--- src/rtl/wb_trace_buffer.sv ---
// Trace capture FIFO for retired register writebacks. Records carry PC, data and a
// sequence number. Overflowing records are dropped and counted, so the pipeline never stalls.
module wb_trace_buffer #(
    parameter int unsigned DEPTH          = 8,
    parameter int unsigned REGISTER_WIDTH = 5,
    parameter int unsigned DATA_WIDTH     = 64,
    parameter int unsigned ADDR_WIDTH     = 64
) (
    input  logic                      clk,
    input  logic                      reset_n,
    input  logic                      wb_valid,
    input  logic [REGISTER_WIDTH-1:0] wb_rd,
    input  logic [DATA_WIDTH-1:0]     wb_data,
    input  logic [ADDR_WIDTH-1:0]     wb_pc,
    output logic                      out_valid,
    input  logic                      out_ready,
    output logic [REGISTER_WIDTH-1:0] out_rd,
    output logic [DATA_WIDTH-1:0]     out_data,
    output logic [ADDR_WIDTH-1:0]     out_pc,
    output logic [15:0]               out_seq,
    output logic [15:0]               drop_count,
    output logic [$clog2(DEPTH):0]    count,
    output logic                      full,
    output logic                      empty
);

    localparam int unsigned PtrW = $clog2(DEPTH);
    localparam int unsigned RecW = REGISTER_WIDTH + DATA_WIDTH + ADDR_WIDTH + 16;
    localparam logic [PtrW:0] FullCount = (PtrW + 1)'(DEPTH);

    logic [RecW-1:0] mem [DEPTH];
    logic [PtrW-1:0] rd_ptr_q;
    logic [PtrW-1:0] wr_ptr_q;
    logic [15:0]     seq_q;

    logic push;
    logic pop;
    logic store;
    logic drop;

    assign push  = wb_valid && (wb_rd != '0);
    assign pop   = out_valid && out_ready;
    // A full FIFO still accepts a record when the head leaves on the same edge.
    assign store = push && (!full || pop);
    assign drop  = push && !store;

    assign out_valid = (count != '0);
    assign empty     = (count == '0);
    assign full      = (count == FullCount);

    assign {out_rd, out_data, out_pc, out_seq} = mem[rd_ptr_q];

    always_ff @(posedge clk or negedge reset_n) begin
        if (!reset_n) begin
            rd_ptr_q   <= '0;
            wr_ptr_q   <= '0;
            count      <= '0;
            seq_q      <= '0;
            drop_count <= '0;
        end else begin
            if (store) begin
                wr_ptr_q <= wr_ptr_q + PtrW'(1);
            end
            if (pop) begin
                rd_ptr_q <= rd_ptr_q + PtrW'(1);
            end
            if (store && !pop) begin
                count <= count + (PtrW + 1)'(1);
            end else if (pop && !store) begin
                count <= count - (PtrW + 1)'(1);
            end
            // Dropped records still consume a sequence number so gaps are visible downstream.
            if (push) begin
                seq_q <= seq_q + 16'd1;
            end
            if (drop && (drop_count != 16'hFFFF)) begin
                drop_count <= drop_count + 16'd1;
            end
        end
    end

    always_ff @(posedge clk) begin
        if (store) begin
            mem[wr_ptr_q] <= {wb_rd, wb_data, wb_pc, seq_q};
        end
    end

endmodule

--- config.mk ---
export PLATFORM = sky130hd
export DESIGN_NAME = wb_trace_buffer
export DESIGN_NICKNAME = d
export VERILOG_FILES = /design/src/rtl/wb_trace_buffer.sv
export SDC_FILE = /design/constraint.sdc
export NUM_CORES = 1
export LEC_CHECK = 0
export ABC_CLOCK_PERIOD_IN_PS = 21700
export CELL_PAD_IN_SITES_DETAIL_PLACEMENT = 0
export CELL_PAD_IN_SITES_GLOBAL_PLACEMENT = 1
export CORE_ASPECT_RATIO = 1.1
export CORE_MARGIN = 1.5
export CORE_UTILIZATION = 50
export DETAILED_ROUTE_END_ITERATION = 10
export PLACE_DENSITY = 0.87
export SLEW_MARGIN = 20
export SYNTH_ARGS = -nofsm -noshare
export SYNTH_HDL_FRONTEND = slang
export SYNTH_SLANG_ARGS = --single-unit
--- constraint.sdc ---
create_clock -name clk -period 21.7 [get_ports clk]
set_input_delay 4.34 -clock clk [delete_from_list [all_inputs] [get_ports clk]]
set_output_delay 4.34 -clock clk [all_outputs]
set_load 0.1 [all_outputs]
==> results.sh, run 1 <==
export IMPL_drt_iter0_drc=1592
export IMPL_r2r_cells=8
export IMPL_cts_tree="yes"
export IMPL_crit_arrival_ps=5870
export IMPL_area_delta_synth_final_pct=18.0
export IMPL_slew_viol_final=0
export IMPL_hold_end="count[3]"
export IMPL_dieHeight_um=323
export IMPL_synth_cell_types=35
export IMPL_crit_buf_inv=4
export IMPL_postRouteAntennaNets=0
export IMPL_synth_compound_area_share=0.000644
export IMPL_start_util=0.504
export IMPL_viasPerCell=5.70
export IMPL_synth_fa_ha_area_frac=0.00231
export IMPL_crit_cells=6
export IMPL_reg2reg_from="count[0]"
export IMPL_hold_path_class="reg2reg"
export IMPL_yosys_register_bits=1234
export IMPL_final_cell_mix="edfxtp_1 (1192), clkdlybuf4s50_1 (307), mux4_2 (298)"
export IMPL_r2r_end="mem[6][14]"
export IMPL_max_stage_delay_ps=980
export IMPL_finalHoldViolCount=0
export IMPL_met1_usage=0.260
export IMPL_cp_end_kind="output pin"
export IMPL_die_area_sq_um=95100
export IMPL_rows=117
export IMPL_syn_cell_area_sq_um=46600
export IMPL_grt_max_degree=164
export IMPL_avgSynthCellArea_sq_um=24.4
export IMPL_nets=2430
export IMPL_grt_overflow=0
export IMPL_fp_coreArea_sq_um=92500
export IMPL_synth_top_family_by_area="multiplexers"
export IMPL_grt_pass1_wl_um=139000
export IMPL_yosysWarningCount=0
export IMPL_clock_sinks=1234
export IMPL_fin_crit_ps=10210
export IMPL_via_count=20700
export IMPL_htree_levels=3
export IMPL_required_ps=17360
export IMPL_tightest_slew_ps=1290
export IMPL_post_cts_buffers=0
export IMPL_cp_common_cell="buf_4"
export IMPL_syn_nets=2059
export IMPL_crit_slowest_cell="clkdlybuf4s50_1"
export IMPL_rsz0062_at_grt="false"
export IMPL_clk_path_buf_depth=3
export IMPL_cts_repair_resized=0
export IMPL_ys_seq_area_frac=0.790
export IMPL_outcome="finished, final reports clean"
export IMPL_final_common_cell="edfxtp_1"
export IMPL_critical_path_class="reg2out"
export IMPL_clkTransAtPathRegs_ps=60
export IMPL_fin_crit_sh=0.471
export IMPL_syn_inst=1914
export IMPL_max_freq_mhz=97.9
export IMPL_crit_family="buffers and inverters"
export IMPL_grt_util_met2=0.336
export IMPL_yosys_area_share_simple=0.00966
export IMPL_postRouteWirelength_um=92700
export IMPL_drtPass1Iterations=5
export IMPL_wire_per_inst_um=25.5
export IMPL_yosys_top_cells_area="edfxtp_1 (77%), mux4_2 (14%), mux2_2 (3.7%)"
export IMPL_met3_usage=0.0422
export IMPL_min_path_cells=1
export IMPL_cp_cell_sequence="buf_4 > buf_4 > buf_4 > mux4_2 > mux2_2 > clkdlybuf4s50_1"
export IMPL_worst_path_max_fanout=47
export IMPL_grt_pass1_vias=22300
export IMPL_final_setup_tns_ps=0
export IMPL_synth_largest_area_cell="edfxtp_1"
export IMPL_ios=309
export IMPL_setup_viol_count_final=0
export IMPL_slew_headroom=0.140
export IMPL_finalClockSkew_ps=26.2
export IMPL_drive_above_1_share=0.281
export IMPL_die_x_um=294
export IMPL_cp_start_kind="register"
export IMPL_cts_buffers=115
export IMPL_grt_use_total=0.198
export IMPL_hp_start="count[3]"
export IMPL_top_usage_layer="met2"
export IMPL_insertion_delay_ps=690
export IMPL_cap_viol_max_count=0
export IMPL_synth_top_area_share=0.768
export IMPL_antenna_found_initial=14
export IMPL_synth_xor_area_frac=0.00658
export IMPL_cts_root_buf="clkbuf_16"
export IMPL_io_buffers=308
export IMPL_ff2ff_setup_slack_ps=17920
export IMPL_drc=0
export IMPL_hpwlAfterDp_um=49400
export IMPL_holdBufCountCts=0
export IMPL_gp_congestion=0.732
export IMPL_synth_mux_area_frac=0.182
-- metrics by stage --
| stage | area [sq um] | util | std cells | setup WS (ps) | hold WS (ps) |
|---|---|---|---|---|---|
| detailed placement | 51300 | 0.554 | 3417 | 12010 | 499 |
| floorplan | 46600 | - | 1914 | 4990 | 480 |
| global placement | 51200 | 0.554 | 3416 | 12100 | 498 |
| CTS | 55000 | 0.594 | 3633 | 11250 | 515 |
| global route | 55000 | 0.595 | 3637 | 10960 | 539 |
| finish | 55000 | 0.595 | 3639 | 11490 | 518 |
-- worst reg2reg max path: stages (launching register included) --
cell and delay, ps:
dfrtp_1 480, nor4b_1 110, nor2b_1 170, nor2b_1 120, buf_4 180, nand2b_1 190, nor2_4 650, buf_4 630
buf_4 780
-- per-layer routing --
metal | share of wire | up-vias
met4 | 0.021 | 18
met1 | 0.40 | 11100
met2 | 0.51 | 639
li1 | - | 8888
met3 | 0.064 | 149
met5 | 0.0014 | -
-- flip-flops by register name, indices dropped and copies added (netlist names) --
name,count
count,4
wr_ptr_q,3
seq_q,16
rd_ptr_q,3
drop_count,16
mem,1192
-- kinds of logic (layout without fill, tap and decap cells) --
| group | after synthesis | after routing |
|---|---|---|
| adders and majority gates | 8 | 8 |
| buffers and inverters | 94 | 564 |
| muxes | 454 | 454 |
| and+or+nand+nor | 84 | 84 |
| xor gates and xnor gates | 35 | 35 |
| DFF | 1234 | 1234 |
| other | 0 | 6 |
| AOI/OAI and AO/OA | 5 | 5 |
-- worst max path at each step --
stage	from	to
3_3_place_gp	rd_ptr_q[0]	out_data[27]
6_report	rd_ptr_q[0]	out_data[19]
4_1_cts	rd_ptr_q[0]	out_pc[39]
3_5_place_dp	rd_ptr_q[0]	out_pc[39]
5_1_grt	rd_ptr_q[0]	out_data[18]
2_1_floorplan	wb_rd[3]	mem[2][0]
-- synthesized netlist by cell type --
cell / number
edfxtp_1: 1192
mux4_2: 298
mux2_2: 153
clkbuf_1: 43
dfrtp_1: 42
buf_2: 35
xnor2_1: 26
nand2_1: 18
nor2_1: 13
nand4_1: 12
nand3_1: 11
buf_1: 10
xor2_1: 9
and3_1: 8
ha_1: 7
inv_1: 5
nor3_1: 5
nor3b_1: 4
and4_1: 2
mux2_4: 2
nand2b_1: 2
nor2b_1: 2
o21ai_0: 2
or4_1: 2
a21o_1: 1
a21oi_1: 1
and2_1: 1
and2_4: 1
and4_4: 1
buf_6: 1
fa_1: 1
mux2i_1: 1
nor4b_1: 1
o21a_1: 1
or3_1: 1
-- layout make-up --
cell class,count,area (sq um)
diodes,6,15.0
clock buffers,139,3010
clock inverters,77,706
fillers,6371,37500
inverters,5,18.8
multi-input cells,586,9410
flip-flops and latches,1234,36900
well taps,1249,1560
repair buffers,343,3430
Power of run 1 is not shown: default switching activity piles up to over one toggle a cycle in this logic, so the estimate is an artifact.
==> run 2: changes to the inputs <==
Settings changed: ABC_CLOCK_PERIOD_IN_PS 21700 to 9750.
Clock period 21.7 ns to 9.75 ns, I/O delays scaled along.
==> run 2 against run 1 <==
Critical path depth down 2. Register-to-register slack worse by 12000 ps. Wire length up 1.2%. Worst hold slack lost 2.1 ps. Clock-buffer cell count unchanged. Worst setup slack worse by 8000 ps. Via count rose by 0.89%. Cell count barely moved. Critical endpoint is now out_data[53]. Largest cell class unchanged.
==> results.sh, run 2 (synthesis gave the netlist of run 1 again) <==
export IMPL_outcome="finished, final reports clean"
export IMPL_r2r_cells=7
export IMPL_final_cell_mix="edfxtp_1 (1192), clkdlybuf4s50_1 (306), mux4_2 (298)"
export IMPL_ff_latch_area_sq_um=36900
export IMPL_top_regs="mem: 1192 flops, drop_count: 16 flops, seq_q: 16 flops"
export IMPL_insertion_delay_ps=680
export IMPL_wire_per_inst_um=25.8
export IMPL_critical_path_class="reg2out"
export IMPL_cp_start_kind="register"
export IMPL_grt_overflow=0
export IMPL_gp_congestion=0.742
export IMPL_area_delta_synth_final_pct=18.1
export IMPL_setup_viol_count_final=0
export IMPL_die_x_um=294
export IMPL_grt_pass1_vias=22700
export IMPL_cap_viol_max_count=0
export IMPL_final_common_cell="edfxtp_1"
export IMPL_die_area_sq_um=95100
export IMPL_grt_max_degree=153
export IMPL_stdcell_area_sq_um=55000
export IMPL_final_setup_tns_ps=0
export IMPL_cp_end_kind="output pin"
export IMPL_slew_headroom=0.256
export IMPL_dpl_cell_area_sq_um=51300
export IMPL_ff2ff_setup_slack_ps=5690
export IMPL_required_ps=7800
export IMPL_cts_repair_resized=0
export IMPL_crit_arrival_ps=4350
export IMPL_antenna_found_initial=8
export IMPL_clock_sinks=1234
export IMPL_drt_iter0_drc=1625
export IMPL_cts_root_buf="clkbuf_16"
export IMPL_max_freq_mhz=159
export IMPL_postRouteAntennaNets=0
export IMPL_multiInputGateArea_sq_um=9410
export IMPL_postRouteWirelength_um=93800
export IMPL_hpwlAfterDp_um=50800
export IMPL_grt_pass1_wl_um=141000
export IMPL_start_util=0.504
export IMPL_hold_path_class="reg2reg"
export IMPL_hp_start="drop_count[15]"
export IMPL_finalClockSkew_ps=17.0
export IMPL_post_cts_buffers=0
export IMPL_fp_coreArea_sq_um=92500
export IMPL_viasPerCell=5.75
export IMPL_cts_buffers=114
export IMPL_fin_crit_ps=6300
export IMPL_nets=2435
export IMPL_tightest_slew_ps=1110
export IMPL_finalHoldViolCount=0
export IMPL_io_buffers=308
export IMPL_cts_tree="yes"
export IMPL_rows=117
export IMPL_clkTransAtPathRegs_ps=60
export IMPL_drtPass1Iterations=8
export IMPL_reg2reg_from="count[0]"
export IMPL_grt_use_total=0.200
export IMPL_dieHeight_um=323
export IMPL_r2r_end="mem[5][104]"
export IMPL_hold_end="drop_count[15]"
export IMPL_drive_above_1_share=0.285
export IMPL_htree_levels=3
export IMPL_largest_register_ffs=1192
export IMPL_holdBufCountCts=0
export IMPL_worst_path_max_fanout=106
export IMPL_via_count=20900
export IMPL_min_path_cells=1
export IMPL_drc=0
export IMPL_n_fill_cell=6316
export IMPL_fin_crit_sh=0.646
export IMPL_clk_path_buf_depth=3
export IMPL_utilization=0.595
export IMPL_regMostFlops="mem"
export IMPL_ios=309
export IMPL_slew_viol_final=0
export IMPL_rsz0062_at_grt="false"
==> run 2: routing by layer <==
| metal | GRT usage | up-vias | wire (um) |
|---|---|---|---|
| met5 | 0 | - | 82 |
| met1 | 0.262 | 11200 | 36800 |
| met3 | 0.0400 | 139 | 6370 |
| li1 | - | 8891 | - |
| met4 | 0.0532 | 12 | 1840 |
| met2 | 0.342 | 682 | 48700 |
==> run 2: area by class of cell <==
cell class | count | area share
Clock buffer | 139 | 0.0546
Inverter | 5 | 0.000341
Timing Repair Buffer | 349 | 0.0631
Tap cell | 1249 | 0.0284
Antenna cell | 3 | 0.000136
Clock inverter | 75 | 0.0129
Sequential cell | 1234 | 0.670
Multi-Input combinational cell | 586 | 0.171
==> run 2: metrics by stage <==
step | setup slack (ps) | instances | hold WS [ps]
after floorplan | -4570 | 1914 | 480
after global placement | 3320 | 3421 | 495
after detailed placement | 3320 | 3423 | 503
after CTS | 3360 | 3637 | 518
after global routing | 3200 | 3639 | 548
final | 3450 | 3640 | 516
==> run 2: critical path, cell delays in order, from the launching register on <==
cell and delay [ps]:
dfrtp_4 830, buf_12 580, mux4_2 590, mux2_2 340, clkdlybuf4s50_1 1000
==> run 2: how the worst max path moves through the flow <==
stage | startpoint | slack (ps) | endpoint | cells after the start
floorplan | wb_rd[3] | -4570 | mem[2][0] | 7
global placement | wb_rd[3] | 3320 | mem[7][44] | 7
detailed placement | wb_rd[4] | 3320 | mem[5][74] | 8
CTS | rd_ptr_q[0] | 3360 | out_data[52] | 4
global route | rd_ptr_q[0] | 3200 | out_data[53] | 4
finish | rd_ptr_q[0] | 3450 | out_data[53] | 4
Power of run 2 is left out for the same reason.
